### config.mk
export PLATFORM = sky130hd
export DESIGN_NAME = alu_issue_queue
export DESIGN_NICKNAME = d
export VERILOG_FILES = /design/src/rtl/alu_pkg.sv /design/src/rtl/issue_slot.sv /design/src/rtl/alu_issue_queue.sv
export SDC_FILE = /design/constraint.sdc
export NUM_CORES = 1
export LEC_CHECK = 0
export BUFFER_PORTS_ARGS = -buffer_cell sky130_fd_sc_hd__buf_2
export CORE_MARGIN = 10
export CORE_UTILIZATION = 45
export CTS_CLUSTER_DIAMETER = 150
export DETAILED_ROUTE_END_ITERATION = 10
export MAX_ROUTING_LAYER = met4
export PLACE_DENSITY_LB_ADDON = 0.08
export SLEW_MARGIN = 20
export SYNTH_ARGS = -nofsm -noshare
export SYNTH_HDL_FRONTEND = slang
export SYNTH_SLANG_ARGS = --single-unit
### constraint.sdc
create_clock -name clk -period 3.3 [get_ports clk]
set_input_delay 0.165 -clock clk [delete_from_list [all_inputs] [get_ports clk]]
set_output_delay 0.165 -clock clk [all_outputs]
set_load 0.005 [all_outputs]
### src/rtl/alu_pkg.sv
// Shared ALU definitions: function codes, issue-queue entry layout and the
// tag-match helper used by every wakeup comparator.
package alu_pkg;

  // Operand and tag widths of a stored queue entry.
  localparam int Q_DATA_W = 32;
  localparam int Q_TAG_W  = 5;

  // ALU function codes.
  localparam logic [2:0] F_AND  = 3'd0;
  localparam logic [2:0] F_OR   = 3'd1;
  localparam logic [2:0] F_ADD  = 3'd2;
  localparam logic [2:0] F_XOR  = 3'd3;
  localparam logic [2:0] F_ANDN = 3'd4;
  localparam logic [2:0] F_ORN  = 3'd5;
  localparam logic [2:0] F_SUB  = 3'd6;
  localparam logic [2:0] F_SLT  = 3'd7;

  typedef struct packed {
    logic [Q_DATA_W-1:0] a;
    logic [Q_DATA_W-1:0] b;
    logic                a_rdy;
    logic                b_rdy;
    logic [Q_TAG_W-1:0]  a_tag;
    logic [Q_TAG_W-1:0]  b_tag;
    logic                sign;
    logic [2:0]          f;
    logic [Q_TAG_W-1:0]  dst;
  } entry_t;

  // A waiting operand captures a broadcast whose tag equals its producer tag.
  function automatic logic tag_hit(input logic               rdy,
                                   input logic [Q_TAG_W-1:0] tag,
                                   input logic               wbv,
                                   input logic [Q_TAG_W-1:0] wbt);
    return !rdy && wbv && (tag == wbt);
  endfunction

endpackage

### src/rtl/issue_slot.sv
// One issue-queue entry. Holds an op and wakes its own waiting operands
// when a matching result broadcast arrives. A write replaces the entry
// outright; the writer has already folded in any same-cycle broadcast.
module issue_slot
  import alu_pkg::*;
(
  input  logic               clk,
  input  logic               wr_en,
  input  entry_t             wr_ent,
  input  logic               wb_valid,
  input  logic [Q_TAG_W-1:0] wb_tag,
  input  logic [Q_DATA_W-1:0] wb_data,
  output entry_t             ent
);

  // Entry storage: load on write, otherwise per-operand tag-compare wakeup.
  always_ff @(posedge clk) begin
    if (wr_en) begin
      ent <= wr_ent;
    end else begin
      if (tag_hit(ent.a_rdy, ent.a_tag, wb_valid, wb_tag)) begin
        ent.a     <= wb_data;
        ent.a_rdy <= 1'b1;
      end
      if (tag_hit(ent.b_rdy, ent.b_tag, wb_valid, wb_tag)) begin
        ent.b     <= wb_data;
        ent.b_rdy <= 1'b1;
      end
    end
  end

endmodule

### src/rtl/alu_issue_queue.sv
// In-order operand-wait queue in front of the ALU. Ops wait in a ring of
// issue slots until both operands are present; the oldest then moves into
// the registered ALU-input stage. DATA_W/TAG_W must match the entry layout
// in alu_pkg.
module alu_issue_queue
  import alu_pkg::*;
#(
  parameter int DEPTH  = 4,
  parameter int DATA_W = Q_DATA_W,
  parameter int TAG_W  = Q_TAG_W
) (
  input  logic                     clk,
  input  logic                     reset_n,
  input  logic                     flush,
  input  logic                     enq_valid,
  output logic                     enq_ready,
  input  logic [DATA_W-1:0]        enq_a,
  input  logic [DATA_W-1:0]        enq_b,
  input  logic                     enq_a_rdy,
  input  logic                     enq_b_rdy,
  input  logic [TAG_W-1:0]         enq_a_tag,
  input  logic [TAG_W-1:0]         enq_b_tag,
  input  logic                     enq_sign,
  input  logic [2:0]               enq_f,
  input  logic [TAG_W-1:0]         enq_dst,
  input  logic                     wb_valid,
  input  logic [TAG_W-1:0]         wb_tag,
  input  logic [DATA_W-1:0]        wb_data,
  output logic                     iss_valid,
  input  logic                     iss_ready,
  output logic [DATA_W-1:0]        iss_a,
  output logic [DATA_W-1:0]        iss_b,
  output logic                     iss_sign,
  output logic [2:0]               iss_f,
  output logic [TAG_W-1:0]         iss_dst,
  output logic [$clog2(DEPTH):0]   count
);

  localparam int PW = $clog2(DEPTH);
  localparam int CW = PW + 1;

  logic [CW-1:0]     cnt_q;
  logic [PW-1:0]     head_q;
  logic [PW-1:0]     tail_q;
  entry_t            slot_q [DEPTH];
  entry_t            enq_ent;
  entry_t            head_ent;
  logic              do_enq;
  logic              do_pop;

  logic              vld_p1;
  logic [DATA_W-1:0] a_p1;
  logic [DATA_W-1:0] b_p1;
  logic              sign_p1;
  logic [2:0]        f_p1;
  logic [TAG_W-1:0]  dst_p1;

  assign enq_ready = reset_n && (cnt_q < CW'(DEPTH));
  assign head_ent  = slot_q[head_q];
  assign do_enq    = enq_valid && enq_ready;
  assign do_pop    = (cnt_q != '0) && head_ent.a_rdy && head_ent.b_rdy &&
                     (!vld_p1 || iss_ready);

  // Incoming entry, with a same-cycle broadcast bypassed into waiting operands.
  always_comb begin
    enq_ent       = '0;
    enq_ent.a     = enq_a_rdy ? enq_a : wb_data;
    enq_ent.b     = enq_b_rdy ? enq_b : wb_data;
    enq_ent.a_rdy = enq_a_rdy || tag_hit(enq_a_rdy, enq_a_tag, wb_valid, wb_tag);
    enq_ent.b_rdy = enq_b_rdy || tag_hit(enq_b_rdy, enq_b_tag, wb_valid, wb_tag);
    enq_ent.a_tag = enq_a_tag;
    enq_ent.b_tag = enq_b_tag;
    enq_ent.sign  = enq_sign;
    enq_ent.f     = enq_f;
    enq_ent.dst   = enq_dst;
  end

  for (genvar i = 0; i < DEPTH; i++) begin : g_slot
    issue_slot u_slot (
      .clk      (clk),
      .wr_en    (do_enq && !flush && (tail_q == PW'(i))),
      .wr_ent   (enq_ent),
      .wb_valid (wb_valid),
      .wb_tag   (wb_tag),
      .wb_data  (wb_data),
      .ent      (slot_q[i])
    );
  end

  // Queue control: pointers and occupancy; flush empties the ring.
  always_ff @(posedge clk) begin
    if (!reset_n || flush) begin
      cnt_q  <= '0;
      head_q <= '0;
      tail_q <= '0;
    end else begin
      if (do_enq) tail_q <= tail_q + PW'(1);
      if (do_pop) head_q <= head_q + PW'(1);
      case ({do_enq, do_pop})
        2'b10:   cnt_q <= cnt_q + CW'(1);
        2'b01:   cnt_q <= cnt_q - CW'(1);
        default: cnt_q <= cnt_q;
      endcase
    end
  end

  // ---- stage p1: ALU-input register, loaded from the head on pop ----
  always_ff @(posedge clk) begin
    if (!reset_n) begin
      vld_p1  <= 1'b0;
      a_p1    <= '0;
      b_p1    <= '0;
      sign_p1 <= 1'b0;
      f_p1    <= '0;
      dst_p1  <= '0;
    end else if (flush) begin
      vld_p1  <= 1'b0;
    end else if (do_pop) begin
      vld_p1  <= 1'b1;
      a_p1    <= head_ent.a;
      b_p1    <= head_ent.b;
      sign_p1 <= head_ent.sign;
      f_p1    <= head_ent.f;
      dst_p1  <= head_ent.dst;
    end else if (iss_ready) begin
      vld_p1  <= 1'b0;
    end
  end

  assign iss_valid = vld_p1;
  assign iss_a     = a_p1;
  assign iss_b     = b_p1;
  assign iss_sign  = sign_p1;
  assign iss_f     = f_p1;
  assign iss_dst   = dst_p1;
  assign count     = cnt_q;

endmodule

Yosys cells after proc, flatten, opt, wreduce, memory -nomap -nowiden --
Index checks and enable logic that the tools add are counted.
Word-level totals: logic and storage cells 158, input port bits 128, flip-flop bits (word level) 421
Operators by class: order comparisons 2, equal/unequal tests 15, reduce and logical (&&, ||, !) cells 61, add/sub/neg operators 4, mux-type cells 28, bitwise logic cells 3
Operators by type and width (number):
- 32-bit 2-to-1 mux | 10
- 66-bit 2-to-1 mux | 4
- 85-bit binary-select mux with 2-bit select | 1
- 85-bit 2-to-1 mux | 2
- 5-bit == test | 10
- 1-bit logical AND | 30
- 2-bit nonzero test | 10
- 1-bit logical NOT | 13
- 1-bit 2-to-1 mux | 10
- 2-bit == test, second input constant | 3
- 3-bit case mux with 2 select lines | 1
- 2-bit by 1-bit adder with 2-bit output, second input constant | 2
- 2-bit by 1-bit == test with 1-bit output, second input constant | 2
- 1-bit logical OR | 4
- 3-bit by 1-bit adder with 3-bit output, second input constant | 1
- 3-bit greater-or-equal comparator, second input constant | 1
- 3-bit < comparator, second input constant | 1
- 2-bit NOT with 3-bit output | 1
- 3-bit nonzero test | 1
- 3-bit by 1-bit subtractor with 3-bit output, second input constant | 1
- 2-bit logical NOT | 1
- 1-bit NOT | 2
- 2-bit AND reduction | 1
- 2-bit OR reduction | 1

Longest topological paths before layout --
word-level depth 9, gate-level depth with buffers 10, gate-level depth less buffers 9

Hierarchy --
Synthesis repeated with hierarchy kept, for this count alone.
Unflattened totals: cells, all modules 1689, area, all modules 19801.5 µm²
By module, submodules not included:
- issue_slot | cells an instance 280, area an instance 3480.8 µm², instances 4
- alu_issue_queue | cells an instance 569, area an instance 5878.1 µm², instances 1

Worst setup path before layout --
No wires, ideal clock.
path type reg2reg, from reg cnt_q[2] (netlist: count[2]), to reg g_slot[3].u_slot.ent[19] (netlist bit), enable pin, library setup time 0.391 ns, required time 2.909 ns, slack 0.712 ns, cell stages (with the launch flop) 4, arrival time 2.196 ns, cell sequence dfxtp_1 nand3b_4 nor3b_4 a41o_1
Between the ends: word-level cells in the longest chain between the ends 6
Ends and longest elaborated chain:
- start: declaration | line alu_issue_queue.sv:42 | logic [CW-1:0] cnt_q;
- start signal: assignment | line alu_issue_queue.sv:100 | 2'b10: cnt_q <= cnt_q + CW'(1);
- start signal: assignment | line alu_issue_queue.sv:101 | 2'b01: cnt_q <= cnt_q - CW'(1);
- start signal: assignment | line alu_issue_queue.sv:102 | default: cnt_q <= cnt_q;
- 3-bit < comparator | line alu_issue_queue.sv:58 | assign enq_ready = reset_n && (cnt_q < CW'(DEPTH));
- 1-bit logical AND | line alu_issue_queue.sv:58
- 1-bit logical AND | line alu_issue_queue.sv:60 | assign do_enq = enq_valid && enq_ready;
- 1-bit logical AND (2 in series) | line alu_issue_queue.sv:81 | .wr_en (do_enq && !flush && (tail_q == PW'(i))),
- via g_slot[3].u_slot.wr_en | line issue_slot.sv:8 | input logic wr_en,
- 2-bit nonzero test (no line)
- end signal: assignment | line issue_slot.sv:19 | ent <= wr_ent;
- end: declaration | line issue_slot.sv:13 | output entry_t ent
The timed path passes the listed nets, and every way through them passes these cells. A chain may end at the register's enable or synchronous reset.

Worst setup path after layout --
from in reset_n, to reg g_slot[2].u_slot.ent[50] (netlist bit) (data pin)
Between the ends: word-level cells in the longest chain between the ends 5
Ends and longest elaborated chain:
- start: declaration | line alu_issue_queue.sv:13 | input logic reset_n,
- 1-bit logical AND | line alu_issue_queue.sv:58
- 1-bit logical AND | line alu_issue_queue.sv:60
- 1-bit logical AND (2 in series) | line alu_issue_queue.sv:81
- via g_slot[2].u_slot.wr_en | line issue_slot.sv:8
- 66-bit 2-to-1 mux | line issue_slot.sv:18 | if (wr_en) begin
- end signal: assignment | line issue_slot.sv:19
- end: declaration | line issue_slot.sv:13
The timed path passes the listed nets, and every way through them passes these cells.

==> out/results.tsv <==
metric	value	unit
status	completed	
hold_path.startpoint	wb_data[2]	
antenna_violations_before_repair	2	
swShare	21.81	%
postSynthRegisterBits	421	
drt_iter0_markers	690	
core-area	42130	um2
tightestPinTransition	857.6	ps
synth_area_leaders	edfxtp_1, mux2_2, mux4_2, dfxtp_1, mux2i_1	
drt_pre_antenna_iters	5	
clock_tree.htree_level_count	2	
avgSynthCellArea	16.09	um2
cts_buffers	46	
cts.repair_timing.setup_buffer_count	0	
synth_enable_flop_cells	340	
critical_path.max_fanout	48	
io_pins	206	
portBuffers	205	
finalSetupTns	0	ps
postSynth.asyncResetShare	0	%
period_share	93.61	%
postSynthCellCount	1199	
clk_pin_slew_worst_paths	60	ps
cts-root-buf	clkbuf_16	
p_clk_share	42.7	%
post_route_cells_drive_above_1_share	40.80	%
die_area	51550	um2
synthFlopType	edfxtp_1	
critical_path.reg2reg.endpoint	g_slot[0].u_slot.ent[66]	
reg2reg_slack	450	ps
std_cell_rows	75	
timing.reg2reg.worst_path_depth	6	
cts_num_sinks	421	
routed_wl	51090	um
gp_routability_congestion	0.7625	
combinationalPowerShare	6.8	%
flow.area_growth_from_synthesis	22.55	%
cellPowerDensity	487.4	nW/um2
synthDominantAreaCellType	edfxtp_1	
critical_path.startpoint_type	input port	
floorplan.die.width	227.0	um
critPathRequiredTime	3620	ps
cap_viol_max_count	0	
commonest_cells_in_the_netlist	edfxtp_1, mux2_2, nand2_1, dfxtp_1, mux2i_1	
grt.total_usage	20.42	%
setup_viol	0	
min-delay-path-class	input port to register	
max-vdd-ir-drop	341.8	uV
post_synthesis_instance_area	19290	um2
fmax	0.3237	GHz
routed_via_count	11490	
die-height	227.0	um
timing.clock.skew	13.53	ps
tritoncts_clock_tree	done	
postLayoutSetupSlackWorst	210.7	ps
timing.hold.worst_endpoint	g_slot[3].u_slot.ent[23]	
path_class	input port to register	
power.net_switching	2.513	mW
critPathCaptureType	register	
route.detailed.wl_per_inst	24.24	um
preCtsSetupSlack	725.5	ps
synth_most_common_cell	edfxtp_1	
rsz_0062_raised_after_global_routing	false	
seq_power_share	50.5	%
p_leak	9.164	nW
slew_headroom	42.83	%
grt_max_degree	74	
synth_sequential_area_ratio	61.33	%
globalRouteOverflowTotal	0	
worstSkewPairLatency	570	ps
fillCellCount	3506	
post_synth_num_cell_types	41	
max_root_sink_buffers	3	
final_antenna_net_count	0	
post_drt_via_cell_ratio	5.452	
min_delay_path_depth	2	
grt_pass1_vias	12210	
finalHoldViolations	0	
detailed_place_hpwl	31630	um
synth_largest_type_area_fraction	52.93	%
yosysWarnings	0	
worst_ep_arrival_time	3410	ps
finish.net_count	1663	
slew_viol_final	0	
drc	0	
cell_internal_pwr	9.008	mW
initial_core_util	45.78	%
syn_nets	1333	
worst_r2r_startpoint	count[2]	
crit_path_time_final	3089	ps
grt_first_pass_wirelength	77070	um
power groups by stage:
stage / clock network [mW] / logic [mW] / registers, mW
floorplan: 0 / 0.370 / 5.93
global placement: 0 / 0.652 / 5.93
detailed placement: 0 / 0.662 / 5.93
CTS: 5.02 / 0.783 / 5.82
global route: 5.22 / 0.844 / 5.82
finish: 4.92 / 0.778 / 5.82
stage by stage:
| stage | total power [mW] | utilization (%) | cells | hold WS (ps) | cell area, um2 |
|---|---|---|---|---|---|
| 6_report | 11.52 | 56.10 | 2108 | 29.46 | 23640 |
| 5_1_grt | 11.89 | 56.10 | 2107 | 23.81 | 23640 |
| 4_1_cts | 11.62 | 56.09 | 2105 | 0.9039 | 23630 |
| 3_5_place_dp | 6.597 | 49.92 | 1902 | 401.0 | 21030 |
| 3_3_place_gp | 6.586 | 49.92 | 1902 | 390.8 | 21030 |
| 2_1_floorplan | 6.302 | - | 1199 | 263.9 | 19290 |
cell families (layout without fill, tap and decap cells):
kind of cell | count (synthesis) | after routing | share of synthesized area, %
and+or+nand+nor | 201 | 201 | 4.644
AOI/OAI and AO/OA | 34 | 34 | 1.291
muxes | 404 | 404 | 28.22
DFF | 421 | 421 | 61.33
adders and majority gates | 6 | 6 | 0.4281
buffers and inverters | 95 | 462 | 2.355
xor gates and xnor gates | 38 | 38 | 1.725
other | 0 | 3 | 0
per-layer routing:
layer / track usage [%] / up-vias / wire (um)
met3: 3.127 / 53 / 2031
met1: 26.44 / 5950 / 23060
li1: - / 5249 / -
met2: 33.38 / 241 / 25310
met4: 4.944 / 0 / 690
met5: - / - / 0
final cells by class:
class	count	area, um2	area share [%]
Sequential cell	421	11840	50.08
Multi-Input combinational cell	683	7041	29.78
Timing Repair Buffer	355	2579	10.91
Clock buffer	64	1292	5.468
Tap cell	539	674.4	2.853
Clock inverter	21	123.9	0.5240
Inverter	22	82.58	0.3493
Antenna cell	3	7.507	0.03176
placed cells by master, fill, tap and decap left out, types with 3 or more instances in the layout:
cell type / count
edfxtp_1: 340
buf_2: 204
mux2_2: 200
nand2_1: 155
dlygate4sd3_1: 118
dfxtp_1: 79
mux2i_1: 74
mux4_2: 73
clkbuf_16: 49
mux2_4: 44
xor2_1: 32
buf_4: 22
inv_1: 21
clkbuf_1: 14
mux2_1: 13
clkinv_1: 11
nor4_1: 10
buf_12: 10
nor2_1: 9
clkinv_2: 8
nand2_2: 6
xnor2_1: 6
nor3_1: 5
a222oi_1: 5
o22ai_1: 5
o211ai_1: 5
a21o_2: 5
ha_1: 5
a21oi_1: 4
diode_2: 3
nor3b_4: 3
a41o_2: 3
sequential cells by signal, summed over array words and instances (netlist names):
| name | count |
|---|---|
| iss_dst | 5 |
| iss_sign | 1 |
| iss_f | 3 |
| tail_q | 2 |
| iss_b | 32 |
| g_slot.u_slot.ent | 340 |
| count | 3 |
| iss_a | 32 |
| iss_valid | 1 |
| head_q | 2 |
what timing repair did:
item / 4_1_cts / 5_1_grt
hold buffers: 118 / 0
resized for setup: 0 / 0
endpoints found under the hold margin: 350 / 0
how the worst max path moves through the flow:
stage	slack [ps]	endpoint	cells past startpoint	from
finish	210	g_slot[2].u_slot.ent[50]	7	reset_n
detailed placement	730	g_slot[2].u_slot.ent[47]	5	reset_n
global placement	830	g_slot[2].u_slot.ent[47]	5	reset_n
global route	40	g_slot[2].u_slot.ent[50]	7	reset_n
CTS	240	g_slot[2].u_slot.ent[51]	7	reset_n
floorplan	710	g_slot[3].u_slot.ent[19]	3	count[2]
worst max-delay path, cell delays in order:
cell and delay, ps:
dlygate4sd3_1 540, buf_6 320, nand2b_1 350, nor3_4 470
nand2_4 500, mux2_4 460, dlygate4sd3_1 560
(Power assumes the default switching activity.)
